## src/rtl/pe_instr_sequencer_pkg.sv

```systemverilog
// rtl/pe_instr_sequencer_pkg.sv - shared state encoding and program-length helper for the PE sequencer
package pe_instr_sequencer_pkg;

  // Sequencer states; encodings are shared with the control plane.
  typedef enum logic [1:0] {
    IDLE  = 2'd0,
    RUN   = 2'd1,
    FLUSH = 2'd2,
    DONE  = 2'd3
  } seq_state_e;

  // Clamp a requested program length to the buffer depth so pc never
  // addresses past the last buffer entry.
  function automatic logic [31:0] sat_prog_len(input logic [31:0] len,
                                               input int unsigned addr_len);
    logic [31:0] depth;
    depth = 32'd1 << addr_len;
    return (len > depth) ? depth : len;
  endfunction

endpackage

```

## src/rtl/pe_instr_sequencer_counter.sv

```systemverilog
// rtl/pe_instr_sequencer_counter.sv - clearable wrap counter used for pc and iteration count
module pe_seq_counter #(
  parameter int W = 4
) (
  input  logic         clk,
  input  logic         rstn,
  input  logic         clr,
  input  logic         en,
  input  logic [W-1:0] max,
  output logic [W-1:0] cnt,
  output logic         wrap
);

  logic [W-1:0] cnt_q;
  logic [W-1:0] cnt_d;

  assign wrap = (cnt_q == max);
  assign cnt  = cnt_q;

  // Next count: clear wins, otherwise step and fold back to 0 after max.
  always_comb begin
    cnt_d = cnt_q;
    if (clr) begin
      cnt_d = '0;
    end else if (en) begin
      cnt_d = wrap ? '0 : cnt_q + W'(1);
    end
  end

  // Count register.
  always_ff @(posedge clk or negedge rstn) begin
    if (!rstn) begin
      cnt_q <= '0;
    end else begin
      cnt_q <= cnt_d;
    end
  end

endmodule

```

## src/rtl/pe_instr_sequencer.sv

```systemverilog
// rtl/pe_instr_sequencer.sv - walks one PE instruction buffer through progLen x numIter reads
module pe_instr_sequencer
  import pe_instr_sequencer_pkg::*;
#(
  parameter int addrLen = 5,
  parameter int iterLen = 16
) (
  input  logic               clk,
  input  logic               rstn,
  input  logic               start,
  input  logic [addrLen:0]   progLen,
  input  logic [iterLen-1:0] numIter,
  input  logic               stallIn,
  output logic [addrLen-1:0] rdAddr,
  output logic               noStall,
  output logic               instValid,
  output logic               lastInst,
  output logic               busy,
  output logic               done
);

  localparam int PL_W = addrLen + 1;

  seq_state_e         state_q, state_d;
  logic [PL_W-1:0]    prog_len_q, prog_len_d;
  logic [iterLen-1:0] num_iter_q, num_iter_d;
  logic               inst_valid_q, inst_valid_d;
  logic               last_inst_q, last_inst_d;

  logic               adv;
  logic [PL_W-1:0]    prog_len_sat;
  logic               pc_clr, pc_en, pc_wrap;
  logic [PL_W-1:0]    pc_cnt;
  logic               iter_clr, iter_en, iter_wrap;
  logic [iterLen-1:0] iter_cnt_unused;
  logic               pc_msb_unused;

  assign adv          = ~stallIn;
  assign noStall      = ~stallIn;
  assign prog_len_sat = PL_W'(sat_prog_len(32'(progLen), addrLen));

  pe_seq_counter #(.W(PL_W)) u_pc (
    .clk  (clk),
    .rstn (rstn),
    .clr  (pc_clr),
    .en   (pc_en),
    .max  (prog_len_q - PL_W'(1)),
    .cnt  (pc_cnt),
    .wrap (pc_wrap)
  );

  pe_seq_counter #(.W(iterLen)) u_iter (
    .clk  (clk),
    .rstn (rstn),
    .clr  (iter_clr),
    .en   (iter_en),
    .max  (num_iter_q - iterLen'(1)),
    .cnt  (iter_cnt_unused),
    .wrap (iter_wrap)
  );

  // pc top bit is only needed for the full-width compare inside the counter;
  // saturation keeps pc below the buffer depth.
  assign pc_msb_unused = pc_cnt[addrLen];

  assign rdAddr    = (state_q == RUN) ? pc_cnt[addrLen-1:0] : '0;
  assign instValid = inst_valid_q;
  assign lastInst  = last_inst_q;
  assign busy      = (state_q == RUN) || (state_q == FLUSH);
  assign done      = (state_q == DONE);

  // Next-state, counter control and output-strobe logic.
  always_comb begin
    state_d      = state_q;
    prog_len_d   = prog_len_q;
    num_iter_d   = num_iter_q;
    inst_valid_d = inst_valid_q;
    last_inst_d  = last_inst_q;
    pc_clr       = 1'b0;
    pc_en        = 1'b0;
    iter_clr     = 1'b0;
    iter_en      = 1'b0;
    case (state_q)
      IDLE: begin
        pc_clr   = 1'b1;
        iter_clr = 1'b1;
        if (start) begin
          prog_len_d = prog_len_sat;
          num_iter_d = numIter;
          if ((prog_len_sat == '0) || (numIter == '0)) begin
            state_d = DONE;
          end else begin
            state_d = RUN;
          end
        end
      end
      RUN: begin
        if (adv) begin
          inst_valid_d = 1'b1;
          last_inst_d  = pc_wrap && iter_wrap;
          pc_en        = 1'b1;
          if (pc_wrap) begin
            if (iter_wrap) begin
              state_d = FLUSH;
            end else begin
              iter_en = 1'b1;
            end
          end
        end
      end
      FLUSH: begin
        if (adv) begin
          inst_valid_d = 1'b0;
          last_inst_d  = 1'b0;
          state_d      = DONE;
        end
      end
      DONE: begin
        state_d = IDLE;
      end
      default: begin
        state_d = IDLE;
      end
    endcase
  end

  // State, latched program shape and strobe registers.
  always_ff @(posedge clk or negedge rstn) begin
    if (!rstn) begin
      state_q      <= IDLE;
      prog_len_q   <= '0;
      num_iter_q   <= '0;
      inst_valid_q <= 1'b0;
      last_inst_q  <= 1'b0;
    end else begin
      state_q      <= state_d;
      prog_len_q   <= prog_len_d;
      num_iter_q   <= num_iter_d;
      inst_valid_q <= inst_valid_d;
      last_inst_q  <= last_inst_d;
    end
  end

endmodule

```

## config.mk

```make
export PLATFORM = sky130hd
export DESIGN_NAME = pe_instr_sequencer
export DESIGN_NICKNAME = d
export VERILOG_FILES = /design/src/rtl/pe_instr_sequencer_pkg.sv /design/src/rtl/pe_instr_sequencer_counter.sv /design/src/rtl/pe_instr_sequencer.sv
export SDC_FILE = /design/constraint.sdc
export NUM_CORES = 1
export LEC_CHECK = 0
export BUFFER_PORTS_ARGS = -buffer_cell sky130_fd_sc_hd__clkbuf_2
export CAP_MARGIN = 20
export CELL_PAD_IN_SITES_DETAIL_PLACEMENT = 1
export CELL_PAD_IN_SITES_GLOBAL_PLACEMENT = 1
export CORE_ASPECT_RATIO = 1.25
export CORE_UTILIZATION = 45
export CTS_CLUSTER_SIZE = 40
export DETAILED_ROUTE_END_ITERATION = 10
export GPL_TIMING_DRIVEN = 0
export PLACE_DENSITY = 0.75
export RECOVER_POWER = 50
export SETUP_SLACK_MARGIN = 0.3
export SYNTH_ARGS = -nofsm -noshare
export SYNTH_HDL_FRONTEND = slang
export SYNTH_HIERARCHICAL = 1
export SYNTH_SLANG_ARGS = --single-unit
```

## constraint.sdc

```tcl
create_clock -name clk -period 4.87 [get_ports clk]
set_input_delay 0.7305 -clock clk [delete_from_list [all_inputs] [get_ports clk]]
set_output_delay 0.7305 -clock clk [all_outputs]
set_load 0.02 [all_outputs]
```

==> results of run 1 <==
## per-layer routing
metal / wire length, um / vias up
li1: - / 1208
met1: 3280 / 1222
met2: 4240 / 28
met3: 134 / 8
met4: 95 / 0
met5: 0 / -
## Yosys cell counts, drive strengths merged, types with 5 or more instances
cell     count  area share
a2111oi      8       0.034
a211oi       9       0.023
and2         5      0.0098
buf          8       0.018
clkbuf       9       0.011
dfrtp       48        0.37
ha           8       0.031
inv         15       0.018
mux2        19       0.067
mux2i        7       0.022
nand2       25       0.029
nand2b       9       0.018
nand4       11       0.025
nor2        21       0.025
nor3         9       0.021
nor4        14       0.050
o21ai        9       0.014
xnor2       31       0.087
xor2        17       0.046
## layout by cell type (no fill, tap or decap), types with 7 or more instances in the layout
cell	count
inv_1	15
ha_1	8
dfrtp_1	48
xnor2_1	30
clkbuf_2	33
nor2_1	20
mux2_2	19
nand4_1	9
a211oi_1	8
nand2_1	25
clkbuf_1	12
nor4_2	7
nand2b_1	9
o21ai_0	9
mux2i_1	7
xor2_1	17
## critical path, stage by stage (launching register included)
cell	delay, ns
dfrtp_1	0.48
or4_1	0.70
nor4_2	0.37
nand2b_1	0.13
xnor2_1	0.18
xnor2_1	0.15
nand4_1	0.16
nor4_4	0.36
buf_6	0.19
and3b_1	0.18
clkbuf_1	0.25
clkbuf_1	0.37
a2111oi_0	0.48
## path summary, 6_finish.rpt
| kind | end | startpoint | cells past startpoint | slack, ns |
|---|---|---|---|---|
| max | u_iter/cnt[5] | num_iter_q[6] | 12 | 0.74 |
| min | prog_len_q[0] | prog_len_q[0] | 2 | 0.52 |
| max reg2reg | u_iter/cnt[5] | num_iter_q[6] | 12 | 0.74 |
| min reg2reg | prog_len_q[0] | prog_len_q[0] | 2 | 0.52 |
| max in group asynchronous | u_pc/cnt[0] | rstn | 2 | 2.26 |
| min in group asynchronous | u_iter/cnt[14] | rstn | 1 | 0.70 |
## cell type report
cell class              instances  area, sq um  area share
well taps                      90          113      0.0311
multi-input cells             234         1860       0.513
plain buffers                  17         92.6      0.0256
repair buffers                 37          183      0.0505
clock buffers                   5         68.8      0.0190
inverters                      15         56.3      0.0156
clock inverters                 3         46.3      0.0128
flip-flops and latches         48         1200       0.332
## per-stage QoR
stage	hold WS, ns	worst slack [ns]
6_report	0.525	0.737
5_1_grt	0.571	0.362
4_1_cts	0.446	0.666
3_5_place_dp	0.512	0.254
3_3_place_gp	0.501	0.374
2_1_floorplan	0.435	0.955
## what timing repair did
action,CTS,global route
endpoints found under the setup margin,8,1
hold buffers,0,0
gates resized for setup,0,2
setup buffers,1,0
cloned,0,0
pin swaps,1,0
## power groups by stage
stage / registers (W) / clock network, W / logic [W]
floorplan: 0.000625 / 0 / 0.000626
global placement: 0.000647 / 0 / 0.000771
detailed placement: 0.000659 / 0 / 0.000810
CTS: 0.000650 / 0.000313 / 0.000817
global route: 0.000670 / 0.000326 / 0.000890
finish: 0.000651 / 0.000301 / 0.000795
## registers in the layout, summed over array words and instances (netlist names)
signal	count
u_iter/cnt	16
num_iter_q	16
prog_len_q	6
u_pc/cnt	6
state_q	2
instValid	1
lastInst	1
## kinds of logic (layout without fill, tap and decap cells)
| family | count (synthesis) | count (layout) | synth area share |
|---|---|---|---|
| and+or+nand+nor | 112 | 112 | 0.219 |
| muxes | 26 | 26 | 0.0886 |
| AOI/OAI and AO/OA | 40 | 40 | 0.107 |
| buffers and inverters | 32 | 77 | 0.0461 |
| xor gates and xnor gates | 48 | 48 | 0.134 |
| DFF | 48 | 48 | 0.375 |
| adders and majority gates | 8 | 8 | 0.0312 |
==> results.toml, run 1 <==
[final_layout]
final_util = 0.521
area_growth_pct = 12.8
final_cell_area_sq_um = 3620
final_cells = 449
fin_nets = 392
insertedDiodeCount = 0
fillers = 800
drive_above_1_share = 0.267

[power_and_ir_drop]
power_w = 0.00175
ir_worst_vdd_v = 0.000283
power.internal_w = 0.00103
power_leakage_nw = 1.41
p_switching_w = 0.000720
p_per_area_nw_per_um2 = 483
p_comb_frac = 0.455
seq_power_share = 0.372
clockPowerShare = 0.172
switching_share = 0.412

[clock_tree]
cts_buffers = 5
cts_tree = "yes"
path_clk_slew_ns = 0.10
cts_buffer_depth = 2
cts_root_buf = "clkbuf_8"
clkLatencyLatePin_ns = 0.30
cts_htree_levels = 2
clock_sinks = 48

[worst_setup_path]
worstSetupEndpointType = "flop"
critPathMaxFanout = 11
crit_type = "flop to flop"
cp.required_ns = 5.05
crit_path_start_kind = "flop"
arrival_ns = 4.31

[sta]
finClkSkew_ns = 0.00639
tns_ns = 0
setup-violations-final = 0
tightest_slew_ns = 1.41
hold_violations = 0
slew_viol_final = 0
rsz0062_at_grt = "false"
fmax_ghz = 0.242
finalWorstPathRequiredPeriod_ns = 4.13
period_share = 0.849
relSlewSlack = 0.0602

[route]
avgViaCountPerCell = 5.49
wl_per_cell_um = 17.3
via_count = 2466
remaining_drc_errors = 0
ant_nets = 0
dr.pass1.iters = 4
first_iter_violations = 50
wl_mm = 7.75

[die]
die_w_um = 77.5
die-area_sq_um = 7460
rows = 34
initial_utilization = 0.462
io_pins = 36
coreArea_sq_um = 6930
die_h_um = 96.3

[synthesis]
synth-edff-count = 0
syn_inst = 314
ys_ff_latch = 48
synth_area_sq_um = 3200
ys_seq_area_frac = 0.375
ys_async_sr_fraction = 1.00
synthFlopType = "dfrtp_1"
synth_nets = 348
synth.avg_cell_area_sq_um = 10.2
yosysWarningCount = 6
synth_cell_types = 51

[placed_design]
gp_congestion = 0.758
io_buffers = 35
hpwl_mm = 6.11
dp.cells = 440
placed_area_sq_um = 3510

[global_routing]
grt_pass1_vias = 2730
grt_max_degree = 27
grtUsageTotal = 0.228
antenna_found_initial = 0
grt_pass1_wl_mm = 13.3
grt_overflow_total = 0
grt_busiest_layer = "met2"
grtUsageMet1 = 0.268
use_met2 = 0.439
grt_use_met3 = 0.0284

[worst_hold_path]
hold_path_class = "flop to flop"

[status]
status = "completed"

[flow_run]
cap_viol_max_count = 0
No activity file was read; power rests on OpenSTA's default activity.
==> run 2: changes to the inputs <==
clock period = 4.2 ns   (was 4.87 ns; I/O delays follow)
==> run 2 against run 1 <==
Net effect:
- register-to-register slack got worse by 0.31 ns
- total power increased by 21%
- cell count increased by 2.0%
- via count increased by 4.2%
- largest power group unchanged
==> results.toml, run 2 (same netlist as run 1, synthesis figures left out) <==
[final_layout]
final_cells = 458
fillers = 791
fin_nets = 401
drive_above_1_share = 0.304
insertedDiodeCount = 0
area_growth_pct = 17.6
final_common_cell = "dfrtp_1"
final_cell_mix = "dfrtp_1 (48), clkbuf_2 (32), xnor2_1 (30), nand2_1 (25), nor2_1 (20)"

[route]
ant_nets = 0
via_count = 2569
wl_per_cell_um = 17.4
avgViaCountPerCell = 5.61
remaining_drc_errors = 0
wl_mm = 7.97
dr.pass1.iters = 4
first_iter_violations = 94

[status]
status = "completed"

[clock_tree]
clock_sinks = 48
cts_root_buf = "clkbuf_8"
path_clk_slew_ns = 0.10
clkLatencyLatePin_ns = 0.31
cts_buffer_depth = 2
cts_tree = "yes"
hold_buffers = 0
cts_htree_levels = 2
cts_buffers = 5

[sta]
rsz0062_at_grt = "false"
hold_ws_ns = 0.524
setup-violations-final = 0
fmax_ghz = 0.265
slew_viol_final = 0
relSlewSlack = 0.0747
finalWorstPathRequiredPeriod_ns = 3.78
finClkSkew_ns = 0.0111
hold_violations = 0
tightest_slew_ns = 1.39
period_share = 0.899

[worst_setup_path]
max_stage_delay_ns = 0.43
path_cells = "or3_4 -> or4_4 -> buf_6 -> nor3_4 -> xor2_1 -> xnor2_1 -> nand4_1 -> nor4_4 -> buf_6 -> buf_4 -> buf_4 -> nand3b_1 -> a221o_1 -> a22o_1"
cp.required_ns = 4.39
crit_type = "flop to flop"
worstSetupEndpointType = "flop"
arrival_ns = 3.97
crit_path_start_kind = "flop"
crit_slowest_cell = "or4_4"
critPathMaxFanout = 10

[global_routing]
grt_overflow_total = 0
antenna_found_initial = 0
grt_pass1_wl_mm = 13.2
grt_max_degree = 27
grtUsageTotal = 0.226
grt_pass1_vias = 2667

[placed_design]
io_buffers = 35
dp.cells = 440
hpwl_mm = 5.88
gp_congestion = 0.764

[die]
io_pins = 36
die-area_sq_um = 7460
die_w_um = 77.5
die_h_um = 96.3
initial_utilization = 0.462
coreArea_sq_um = 6930
rows = 34

[power_and_ir_drop]
power_leakage_nw = 1.50
p_per_area_nw_per_um2 = 562
ir_worst_vdd_v = 0.000315

[worst_hold_path]
hold_path_class = "flop to flop"

[flow_run]
cap_viol_max_count = 0
-- run 2: cell count changes in the layout (fill, tap and decap cells not counted), moves of 2 or more --
cell	previous run	this run
buf_4	3	12
a2111oi_1	0	2
or4_4	0	2
a211oi_1	8	6
or4_1	3	1
a2111oi_0	2	0
a211oi_2	1	3
clkbuf_8	5	7
buf_6	2	4
nor4_4	2	4
-- run 2: area by class of cell --
class                           instances  area [sq um]  share of cell area
Inverter                               15          56.3              0.0149
Multi-Input combinational cell        234          1910               0.507
Tap cell                               90           113              0.0299
Clock inverter                          2          38.8              0.0103
Buffer                                 17           118              0.0312
Sequential cell                        48          1200               0.319
Timing Repair Buffer                   46           248              0.0658
Clock buffer                            6          82.6              0.0219
-- run 2: repair_timing --
item,CTS,global route
endpoints found under the hold margin,0,0
pin swaps,4,10
gates resized for setup,8,16
endpoints found under the setup margin,17,17
setup buffers,4,6
-- run 2: critical path: cells and delay by family (launching register included) --
family	cells	cell delay, ns
buffers and inverters	4	0.58
AO/OA/AOI/OAI	2	0.64
flip-flops	1	0.39
AND/OR/NAND/NOR	6	1.67
XOR/XNOR	2	0.36
-- run 2: worst paths after layout --
path	depth (start not counted)	slack, ns	to	startpoint
worst min register to register	2	0.52	prog_len_q[1]	prog_len_q[1]
worst max-delay path	14	0.42	state_q[1]	num_iter_q[4]
worst min-delay path	2	0.52	prog_len_q[1]	prog_len_q[1]
max in group asynchronous	2	1.67	u_pc/cnt[1]	rstn
worst max register to register	14	0.42	state_q[1]	num_iter_q[4]
min in group asynchronous	1	0.61	u_iter/cnt[13]	rstn
-- run 2: stage by stage --
step	power, W	TNS, ns	setup slack (ns)	util	area, sq um
floorplan	0.00145	0	0.338	-	3200
global placement	0.00164	-3.05	-0.255	0.504	3490
detailed placement	0.00169	-3.45	-0.396	0.506	3510
CTS	0.00208	0	0.301	0.531	3680
global route	0.00226	0	0.258	0.543	3770
finish	0.00212	0	0.424	0.543	3770
-- run 2: power breakdown --
| group | total, W | switching [W] | internal, W |
|---|---|---|---|
| combinational | 0.000990 | 0.000533 | 0.000457 |
| sequential | 0.000760 | 0.000168 | 0.000592 |
| clock | 0.000365 | 0.000170 | 0.000195 |
| total | 0.00212 | 0.000871 | 0.00124 |
-- run 2: per-layer routing --
layer	GRT usage	up-vias	share of wire
li1	-	1220	-
met4	0.0503	0	0.017
met2	0.419	40	0.53
met3	0.0303	12	0.021
met1	0.280	1297	0.43
met5	0	-	0
==> run 3: changes to the inputs <==
CORE_UTILIZATION = 30   (was 45)
PLACE_DENSITY = 0.53   (was 0.75)
==> run 3 against run 2 <==
Net effect:
- the flow now finishes with violations (max-capacitance violations, max-slew violations)
- combinational power is 2% lower
- first-iteration DRC count is 32% lower
- worst hold slack worse by 0.0094 ns
- die area is 49% higher
- total power is 9.9% higher
- non-clock buffer count stayed put
- global-route usage is 6.3 points lower
- largest cell class unchanged
- largest power group unchanged
==> results.toml, run 3 (same netlist as run 1, synthesis figures left out) <==
[status]
status = "finished with violations"
violations = "max-capacitance violations, max-slew violations"

[die]
die-area_sq_um = 11100
initial_utilization = 0.312
io_pins = 36
die_w_um = 94.4
die_h_um = 118
rows = 41
coreArea_sq_um = 10300

[final_layout]
final_cell_mix = "dfrtp_1 (48), clkbuf_2 (32), xnor2_1 (30), nand2_1 (25), nor2_1 (20)"
insertedDiodeCount = 0
final_common_cell = "dfrtp_1"
drive_above_1_share = 0.302
multi_input_area_sq_um = 1900
seqCellArea_sq_um = 1200
final_cell_area_sq_um = 3900
fillers = 1184
area_growth_pct = 21.8
fin_nets = 401

[power_and_ir_drop]
clockPowerShare = 0.257
p_switching_w = 0.000878
seq_power_share = 0.325
power_leakage_nw = 1.53
switching_share = 0.378
ir_worst_vdd_v = 0.000239
power.internal_w = 0.00145
p_comb_frac = 0.418
p_per_area_nw_per_um2 = 595

[sta]
period_share = 0.867
slew_viol_final = 30
hold_ws_ns = 0.515
tightest_slew_ns = 1.72
rsz0062_at_grt = "true"
setup-violations-final = 0
relSlewSlack = -0.146
finClkSkew_ns = 0.00785
fmax_ghz = 0.275
finalWorstPathRequiredPeriod_ns = 3.64
hold_violations = 0

[route]
remaining_drc_errors = 0
dr.pass1.iters = 4
via_count = 2503
wl_per_cell_um = 16.4
ant_nets = 0
avgViaCountPerCell = 5.04
wl_mm = 8.15
first_iter_violations = 64

[worst_setup_path]
crit_path_start_kind = "flop"
r2r-end = "state_q[1]"
crit_type = "flop to flop"
critPathMaxFanout = 10
path_cells = "or3_4 -> or4_4 -> buf_8 -> nor4_4 -> xor2_1 -> xnor2_1 -> nand4_1 -> nor4_4 -> buf_6 -> buf_4 -> nand3b_1 -> a221o_1 -> a22o_1"
ff2ff_path_depth = 13
path_common_cell = "nor4_4"
reg2reg_slack_ns = 0.56
arrival_ns = 3.83
max_stage_delay_ns = 0.43
worstSetupEndpointType = "flop"
r2r_start = "num_iter_q[4]"
cp.required_ns = 4.38
crit_slowest_cell = "or4_4"

[global_routing]
grtUsageTotal = 0.164
grt_overflow_total = 0
grt_pass1_wl_mm = 14.1
antenna_found_initial = 0
grt_pass1_vias = 2707
grt_max_degree = 30

[placed_design]
placed_area_sq_um = 3560
io_buffers = 35
gp_congestion = 0.714
hpwl_mm = 6.07

[clock_tree]
cts_root_buf = "clkbuf_16"
path_clk_slew_ns = 0.07
cts_tree = "yes"
hold_buffers = 0
cts_htree_levels = 2
cts_buffers = 5
clkLatencyLatePin_ns = 0.30
cts_buffer_depth = 2
clock_sinks = 48

[flow_run]
cap_viol_max_count = 1

[worst_hold_path]
hold_path_class = "input pin to asynchronous set/reset pin"
## run 3: area by class of cell
type                       count  share of cell area
tap                          129              0.0413
clock buffer                   5              0.0321
inverter                      15              0.0144
clock inverter                 3              0.0231
sequential                    48               0.308
multi-input combinational    234               0.487
buffer                        17              0.0314
timing repair buffer          46              0.0635
## run 3: power by group through the flow
stage                     clock [W]  combinational (W)  sequential (W)
after floorplan                   0           0.000726        0.000725
after global placement            0           0.000918        0.000757
after detailed placement          0           0.000939        0.000762
after CTS                  0.000614           0.000962        0.000752
after global routing       0.000630            0.00109        0.000782
final                      0.000596           0.000973        0.000756
## run 3: metrics by stage
stage                util  setup TNS (ns)  worst slack, ns  cells  total power, W
finish              0.380               0            0.558    497         0.00232
detailed placement  0.347           -5.11           -0.428    479         0.00170
floorplan               -               0            0.338    314         0.00145
global placement    0.345           -5.01           -0.381    478         0.00167
CTS                 0.373               0            0.313    490         0.00233
global route        0.380               0            0.259    497         0.00250
## run 3: per-layer routing
layer	GRT usage	up-vias	share of wire
met5	0	-	0
met4	0.0548	0	0.015
met3	0.0194	9	0.020
met2	0.271	28	0.50
met1	0.218	1242	0.46
li1	-	1224	-
## run 3: repair_timing
action	4_1_cts	5_1_grt
endpoints found under the setup margin	18	18
pin swaps	6	8
buffers inserted	3	7
cloned	0	0
gates resized for setup	9	14
## run 3: how the worst max path moves through the flow
stage | start | end | slack [ns] | cells after the start
after floorplan | num_iter_q[3] | u_iter/cnt[4] | 0.34 | 15
after global routing | num_iter_q[4] | u_iter/cnt[8] | 0.26 | 16
after detailed placement | num_iter_q[6] | u_iter/cnt[4] | -0.43 | 14
final | num_iter_q[4] | state_q[1] | 0.56 | 13
after CTS | num_iter_q[4] | u_iter/cnt[8] | 0.31 | 15
after global placement | num_iter_q[6] | u_iter/cnt[1] | -0.38 | 14
## run 3: worst max-delay path, delay by kind of cell (launching register included)
kind | cells | cell delay, ns
AOI/OAI and AO/OA | 2 | 0.65
DFF | 1 | 0.38
xor gates and xnor gates | 2 | 0.37
buffers and inverters | 3 | 0.48
and+or+nand+nor | 6 | 1.64
